--- src/rtl/ysyx_22040365_ifu_pkg.sv ---
// Shared constants for the instruction fetch unit: reset PC, PC increment,
// the NOP placed on the decode port out of reset, and fetch state encodings.
package ysyx_22040365_ifu_pkg;

    localparam int unsigned XLEN_DEF     = 64;
    localparam logic [63:0] RESET_PC_DEF = 64'h0000_0000_8000_0000;
    localparam int unsigned PC_STEP_DEF  = 4;
    localparam logic [31:0] INST_NOP     = 32'h0000_0013;

    localparam logic [1:0] ST_REQ  = 2'd0;
    localparam logic [1:0] ST_WAIT = 2'd1;
    localparam logic [1:0] ST_HOLD = 2'd2;

endpackage

--- src/rtl/ysyx_22040365_ifu_pc_reg.sv ---
// Fetch PC register: reset value, redirect load, sequential step, or hold.
// Kept separate so a later pipelined fetch can reuse the same update mux.
module ysyx_22040365_pc_reg #(
    parameter int unsigned       XLEN     = 64,
    parameter logic [XLEN-1:0]   RESET_PC = 64'h0000_0000_8000_0000,
    parameter int unsigned       PC_STEP  = 4
) (
    input  logic            clk,
    input  logic            rst,
    input  logic            load,
    input  logic            step,
    input  logic [XLEN-1:0] target,
    output logic [XLEN-1:0] pc
);

    localparam logic [XLEN-1:0] STEP_INC = XLEN'(PC_STEP);

    logic [XLEN-1:0] pc_r;

    // PC update; a redirect always wins over a sequential step
    always_ff @(posedge clk) begin
        if (rst) begin
            pc_r <= RESET_PC;
        end else if (load) begin
            pc_r <= target;
        end else if (step) begin
            pc_r <= pc_r + STEP_INC;
        end else begin
            pc_r <= pc_r;
        end
    end

    assign pc = pc_r;

endmodule

--- src/rtl/ysyx_22040365_ifu.sv ---
// Instruction fetch unit: one outstanding request to instruction memory,
// a single-entry buffer toward decode, and redirect handling with response drop.
module ysyx_22040365_ifu
    import ysyx_22040365_ifu_pkg::*;
#(
    parameter int unsigned     XLEN     = 64,
    parameter logic [XLEN-1:0] RESET_PC = XLEN'(RESET_PC_DEF),
    parameter int unsigned     PC_STEP  = 4
) (
    input  logic            clk,
    input  logic            rst,
    output logic            imem_req,
    output logic [XLEN-1:0] imem_addr,
    input  logic            imem_ready,
    input  logic            imem_rvalid,
    input  logic [31:0]     imem_rdata,
    output logic            inst_valid,
    output logic [31:0]     inst,
    output logic [XLEN-1:0] inst_pc,
    input  logic            inst_ready,
    input  logic            redirect_valid,
    input  logic [XLEN-1:0] redirect_pc
);

    logic [1:0]      state_r;
    logic [1:0]      state_nxt_s;
    logic            drop_r;
    logic            drop_nxt_s;
    logic            pc_load_s;
    logic            pc_step_s;
    logic            latch_s;
    logic            clear_s;
    logic [XLEN-1:0] pc_s;
    logic [XLEN-1:0] redirect_tgt_s;
    logic            inst_valid_r;
    logic [31:0]     inst_r;
    logic [XLEN-1:0] inst_pc_r;

    assign redirect_tgt_s = {redirect_pc[XLEN-1:2], 2'b00};

    ysyx_22040365_pc_reg #(
        .XLEN     (XLEN),
        .RESET_PC (RESET_PC),
        .PC_STEP  (PC_STEP)
    ) u_pc_reg (
        .clk    (clk),
        .rst    (rst),
        .load   (pc_load_s),
        .step   (pc_step_s),
        .target (redirect_tgt_s),
        .pc     (pc_s)
    );

    // Fetch sequencing; redirect outranks both rvalid and inst_ready
    always_comb begin
        state_nxt_s = state_r;
        drop_nxt_s  = drop_r;
        pc_load_s   = 1'b0;
        pc_step_s   = 1'b0;
        latch_s     = 1'b0;
        clear_s     = 1'b0;
        case (state_r)
            ST_REQ: begin
                if (redirect_valid) begin
                    pc_load_s = 1'b1;
                    if (imem_ready) begin
                        // old address is already in flight; its response must be discarded
                        state_nxt_s = ST_WAIT;
                        drop_nxt_s  = 1'b1;
                    end else begin
                        state_nxt_s = ST_REQ;
                    end
                end else if (imem_ready) begin
                    state_nxt_s = ST_WAIT;
                end else begin
                    state_nxt_s = ST_REQ;
                end
            end
            ST_WAIT: begin
                if (redirect_valid) begin
                    pc_load_s = 1'b1;
                    if (imem_rvalid) begin
                        state_nxt_s = ST_REQ;
                        drop_nxt_s  = 1'b0;
                    end else begin
                        drop_nxt_s  = 1'b1;
                    end
                end else if (imem_rvalid) begin
                    if (drop_r) begin
                        drop_nxt_s  = 1'b0;
                        state_nxt_s = ST_REQ;
                    end else begin
                        latch_s     = 1'b1;
                        state_nxt_s = ST_HOLD;
                    end
                end else begin
                    state_nxt_s = ST_WAIT;
                end
            end
            ST_HOLD: begin
                if (redirect_valid) begin
                    pc_load_s   = 1'b1;
                    clear_s     = 1'b1;
                    state_nxt_s = ST_REQ;
                end else if (inst_ready) begin
                    pc_step_s   = 1'b1;
                    clear_s     = 1'b1;
                    state_nxt_s = ST_REQ;
                end else begin
                    state_nxt_s = ST_HOLD;
                end
            end
            default: begin
                state_nxt_s = ST_REQ;
                drop_nxt_s  = 1'b0;
                clear_s     = 1'b1;
            end
        endcase
    end

    // State and drop-pending flag
    always_ff @(posedge clk) begin
        if (rst) begin
            state_r <= ST_REQ;
            drop_r  <= 1'b0;
        end else begin
            state_r <= state_nxt_s;
            drop_r  <= drop_nxt_s;
        end
    end

    // Instruction buffer toward decode
    always_ff @(posedge clk) begin
        if (rst) begin
            inst_valid_r <= 1'b0;
            inst_r       <= INST_NOP;
            inst_pc_r    <= RESET_PC;
        end else if (latch_s) begin
            inst_valid_r <= 1'b1;
            inst_r       <= imem_rdata;
            inst_pc_r    <= pc_s;
        end else if (clear_s) begin
            inst_valid_r <= 1'b0;
        end else begin
            inst_valid_r <= inst_valid_r;
        end
    end

    assign imem_req   = (state_r == ST_REQ) && !rst;
    assign imem_addr  = pc_s;
    assign inst_valid = inst_valid_r;
    assign inst       = inst_r;
    assign inst_pc    = inst_pc_r;

endmodule

--- config.mk ---
export PLATFORM = sky130hd
export DESIGN_NAME = ysyx_22040365_ifu
export DESIGN_NICKNAME = d
export VERILOG_FILES = /design/src/rtl/ysyx_22040365_ifu_pkg.sv /design/src/rtl/ysyx_22040365_ifu_pc_reg.sv /design/src/rtl/ysyx_22040365_ifu.sv
export SDC_FILE = /design/constraint.sdc
export NUM_CORES = 1
export LEC_CHECK = 0
export ABC_AREA = 1
export ABC_CLOCK_PERIOD_IN_PS = 5500
export BUFFER_PORTS_ARGS = -buffer_cell sky130_fd_sc_hd__buf_2
export CORE_MARGIN = 8
export CORE_UTILIZATION = 53
export CTS_CLUSTER_DIAMETER = 50
export DETAILED_ROUTE_END_ITERATION = 8
export PLACE_DENSITY = 0.94
export SYNTH_ARGS = -nofsm -noshare
export SYNTH_HDL_FRONTEND = slang
export SYNTH_HIERARCHICAL = 1
export SYNTH_SLANG_ARGS = --single-unit
--- constraint.sdc ---
create_clock -name clk -period 5.5 [get_ports clk]
set_input_delay 1.375 -clock clk [delete_from_list [all_inputs] [get_ports clk]]
set_output_delay 1.375 -clock clk [all_outputs]
set_load 0.03 [all_outputs]
==> run_summary.xml <==
<?xml version="1.0" encoding="UTF-8"?>
<metrics>
  <group name="status">
    <metric name="status" unit="">finished, final reports clean</metric>
  </group>
  <group name="drt">
    <metric name="post-route-drc-count" unit="">0</metric>
    <metric name="wl_per_cell" unit="um">15.8</metric>
    <metric name="drt-pass1-iter-count" unit="">5</metric>
    <metric name="via_per_inst" unit="">5.30</metric>
    <metric name="detail_route.iter0.violations" unit="">797</metric>
    <metric name="antenna_left" unit="">0</metric>
    <metric name="routed-via-count" unit="">9631</metric>
    <metric name="detail_route.wirelength" unit="um">28700</metric>
  </group>
  <group name="logic_synthesis">
    <metric name="cells_after_synthesis" unit="">1358</metric>
    <metric name="seq_area_frac_synth" unit="">0.368</metric>
    <metric name="postSynthAreaPerCell" unit="um2">6.56</metric>
    <metric name="synth.lib_cells_used.distinct" unit="">40</metric>
    <metric name="async_flop_share" unit="">0</metric>
    <metric name="postSynth.topFlopCell" unit="">dfxtp_1</metric>
    <metric name="synth_edf_count" unit="">0</metric>
    <metric name="postSynthRegisterBits" unit="">164</metric>
    <metric name="synth-warning-count" unit="">6</metric>
    <metric name="synth_area" unit="um2">8910</metric>
  </group>
  <group name="floorplanning">
    <metric name="fp_rows" unit="">47</metric>
    <metric name="fp.dieW" unit="um">146</metric>
    <metric name="design.core.area" unit="um2">16500</metric>
    <metric name="pin_count" unit="">264</metric>
    <metric name="floorplan.die_area" unit="um2">21200</metric>
    <metric name="initial_util" unit="">0.539</metric>
    <metric name="die_span_in_y" unit="um">146</metric>
  </group>
  <group name="sta">
    <metric name="setup_tns" unit="ps">0</metric>
    <metric name="report.final.setup_viol" unit="">0</metric>
    <metric name="rsz0062_at_grt" unit="">false</metric>
    <metric name="timing.final.crit_share" unit="">0.581</metric>
    <metric name="slew_headroom" unit="">0.160</metric>
    <metric name="max_freq" unit="MHz">313</metric>
    <metric name="finalHoldViolCount" unit="">0</metric>
    <metric name="slew_violations" unit="">0</metric>
    <metric name="fin_hold_ws" unit="ps">460</metric>
    <metric name="finalWorstPathRequiredPeriod" unit="ps">3190</metric>
    <metric name="finalClockSkew" unit="ps">12.0</metric>
    <metric name="tightest_slew" unit="ps">1260</metric>
  </group>
  <group name="global_routing">
    <metric name="pin_count_of_the_biggest_net_entering_global_routing" unit="">97</metric>
    <metric name="globalRouteOverflowTotal" unit="">0</metric>
    <metric name="global_route_wire_length_before_repair" unit="um">45900</metric>
    <metric name="first_global_vias" unit="">9086</metric>
    <metric name="grt_util_all_layers" unit="">0.261</metric>
    <metric name="grt_antenna_before_repair" unit="">3</metric>
  </group>
  <group name="placed_design">
    <metric name="numPortBuffers" unit="">261</metric>
    <metric name="dp.final_hpwl" unit="um">20800</metric>
    <metric name="place_area" unit="um2">10300</metric>
    <metric name="place_congestion" unit="">0.939</metric>
  </group>
  <group name="finish">
    <metric name="post_route_cells_drive_above_1_share" unit="">0.242</metric>
    <metric name="fin_nets" unit="">1684</metric>
    <metric name="layout.cell_area.non_filler" unit="um2">10900</metric>
    <metric name="area_growth" unit="%">21.9</metric>
  </group>
  <group name="setup_path">
    <metric name="critPathMaxStageDelay" unit="ps">230</metric>
    <metric name="cp.buffers_inverters" unit="">2</metric>
    <metric name="crit_required" unit="ps">4120</metric>
    <metric name="crit_fanout" unit="">2</metric>
    <metric name="critical_path.startpoint_type" unit="">primary input</metric>
    <metric name="critical_path.top_delay_family" unit="">buffers and inverters</metric>
    <metric name="critPathArrivalTime" unit="ps">1820</metric>
    <metric name="crit_path_cell_trace" unit="">buf_2 &gt; nor3_1 &gt; buf_2</metric>
    <metric name="end_kind" unit="">primary output</metric>
    <metric name="worst-setup-path-type" unit="">primary input to primary output</metric>
    <metric name="crit_path_top_delay_cell" unit="">buf_2</metric>
    <metric name="critical-path-top-cell-by-count" unit="">buf_2</metric>
  </group>
  <group name="clocking">
    <metric name="cts_buffer_depth" unit="">2</metric>
    <metric name="clkSinkCount" unit="">164</metric>
    <metric name="cts_repair_resizes" unit="">0</metric>
    <metric name="cts.htree.levels" unit="">4</metric>
    <metric name="worstSkewPairLatency" unit="ps">440</metric>
    <metric name="tritoncts_clock_tree" unit="">done</metric>
    <metric name="cts.clk_slew.worst_paths" unit="ps">70</metric>
    <metric name="clk_root_buffer_cell" unit="">clkbuf_16</metric>
    <metric name="ctsHoldBuffers" unit="">0</metric>
    <metric name="numCtsBuffers" unit="">17</metric>
    <metric name="cts_setup_buffers" unit="">0</metric>
  </group>
  <group name="power">
    <metric name="power-per-cell-area" unit="nW/um2">272</metric>
    <metric name="vdd_ir_drop_max" unit="V">0.000214</metric>
    <metric name="cellLeakagePower" unit="uW">0.00507</metric>
  </group>
  <group name="flow_run">
    <metric name="drv_cap" unit="">0</metric>
  </group>
  <group name="hold_path">
    <metric name="hold_path.class" unit="">flop to flop</metric>
  </group>
</metrics>
==> layer usage <==
metal	GRT usage	vias to the layer above	wire, um
li1	-	4726	-
met1	0.312	4428	11700
met2	0.430	400	13600
met3	0.0706	77	2400
met4	0.115	0	955
met5	0	-	0
==> registers in the layout (all words and copies together), names as in the netlist <==
register and cells:
inst 32, inst_pc 64, state_r 2, inst_valid 1, drop_r 1, u_pc_reg/pc 64
==> cells in the mapped netlist, types with 2 or more instances <==
master,n,area (um2)
nand2_1,311,1170
nor2_1,287,1080
dfxtp_1,164,3280
nand3_1,147,736
inv_1,131,492
a21oi_1,48,240
a22oi_1,42,315
clkbuf_1,28,105
buf_2,24,120
nand2_2,22,138
xnor2_1,14,123
xor2_1,14,123
nor2_2,13,81.3
a31oi_1,12,75.1
nor2_4,12,135
o21bai_1,12,90.1
inv_2,11,41.3
buf_1,9,33.8
nand4_1,9,56.3
o21ai_0,9,45.0
nand2_4,7,78.8
clkbuf_8,4,55.1
nor2_8,4,80.1
o21bai_2,3,33.8
a21oi_2,2,17.5
buf_4,2,15.0
nand3_2,2,20.0
nor3_1,2,10.0
o21ai_1,2,10.0
==> placed cells by master (no fill, tap or decap), types with 7 or more instances in the layout <==
cell type / instances
a22oi_1: 42
nand2_4: 7
inv_1: 131
o21bai_1: 12
nor2_4: 14
a21oi_1: 48
nand2_1: 311
clkbuf_16: 17
nor2_2: 13
dfxtp_1: 164
nor2_1: 285
o21ai_0: 9
nand4_1: 9
xnor2_1: 14
inv_2: 10
nand3_1: 147
buf_2: 261
nand2_2: 22
a31oi_1: 12
xor2_1: 14
buf_4: 9
==> power breakdown <==
part | internal (uW) | total [uW] | switching (uW)
clock network | 680 | 1210 | 533
registers | 1240 | 1310 | 66.1
logic | 139 | 429 | 291
total | 2060 | 2950 | 890
==> path summary, 6_finish.rpt <==
check	startpoint	end	slack (ps)	depth (start not counted)
worst max-delay path	rst	imem_req	2310	3
worst min-delay path	inst[1]	inst[1]	460	2
worst max register to register	state_r[1]	u_pc_reg/pc[50]	2880	7
worst min register to register	inst[1]	inst[1]	460	2
==> logic make-up (layout without fill, tap and decap cells) <==
logic type                 after synthesis  in the layout  share of synthesized area
and+or+nand+nor                        819            819                      0.405
buffers and inverters                  209            444                     0.0967
DFF                                    164            164                      0.368
AOI/OAI and AO/OA                      135            135                     0.0986
xor gates and xnor gates                29             29                     0.0293
adders and majority gates                1              1                    0.00140
other                                    1              5                   0.000421
==> per-stage QoR <==
stage / util / total power [uW] / instances / setup slack [ps]
final: 0.657 / 2950 / 1817 / 2310
after global routing: 0.657 / 3060 / 1817 / 2170
after CTS: 0.657 / 2970 / 1814 / 2300
after detailed placement: 0.620 / 1760 / 1782 / 1940
after global placement: 0.620 / 1750 / 1782 / 1990
after floorplan: - / 1610 / 1359 / 2100
==> cell type report <==
cell class	count	area (um2)
fillers	1415	5670
repair buffers	270	1370
clock inverters	15	174
clock buffers	17	425
inverters	142	534
diodes	3	7.51
multi-input cells	986	4790
flip-flops and latches	164	3280
well taps	220	275
==> worst register-to-register path, delay by kind of cell (launching register included) <==
kind / cells / cell delay (ps)
AO/OA/AOI/OAI: 1 / 170
flip-flops: 1 / 480
AND/OR/NAND/NOR: 4 / 810
buffers and inverters: 2 / 1090
No activity file was read; power rests on OpenSTA's default activity.
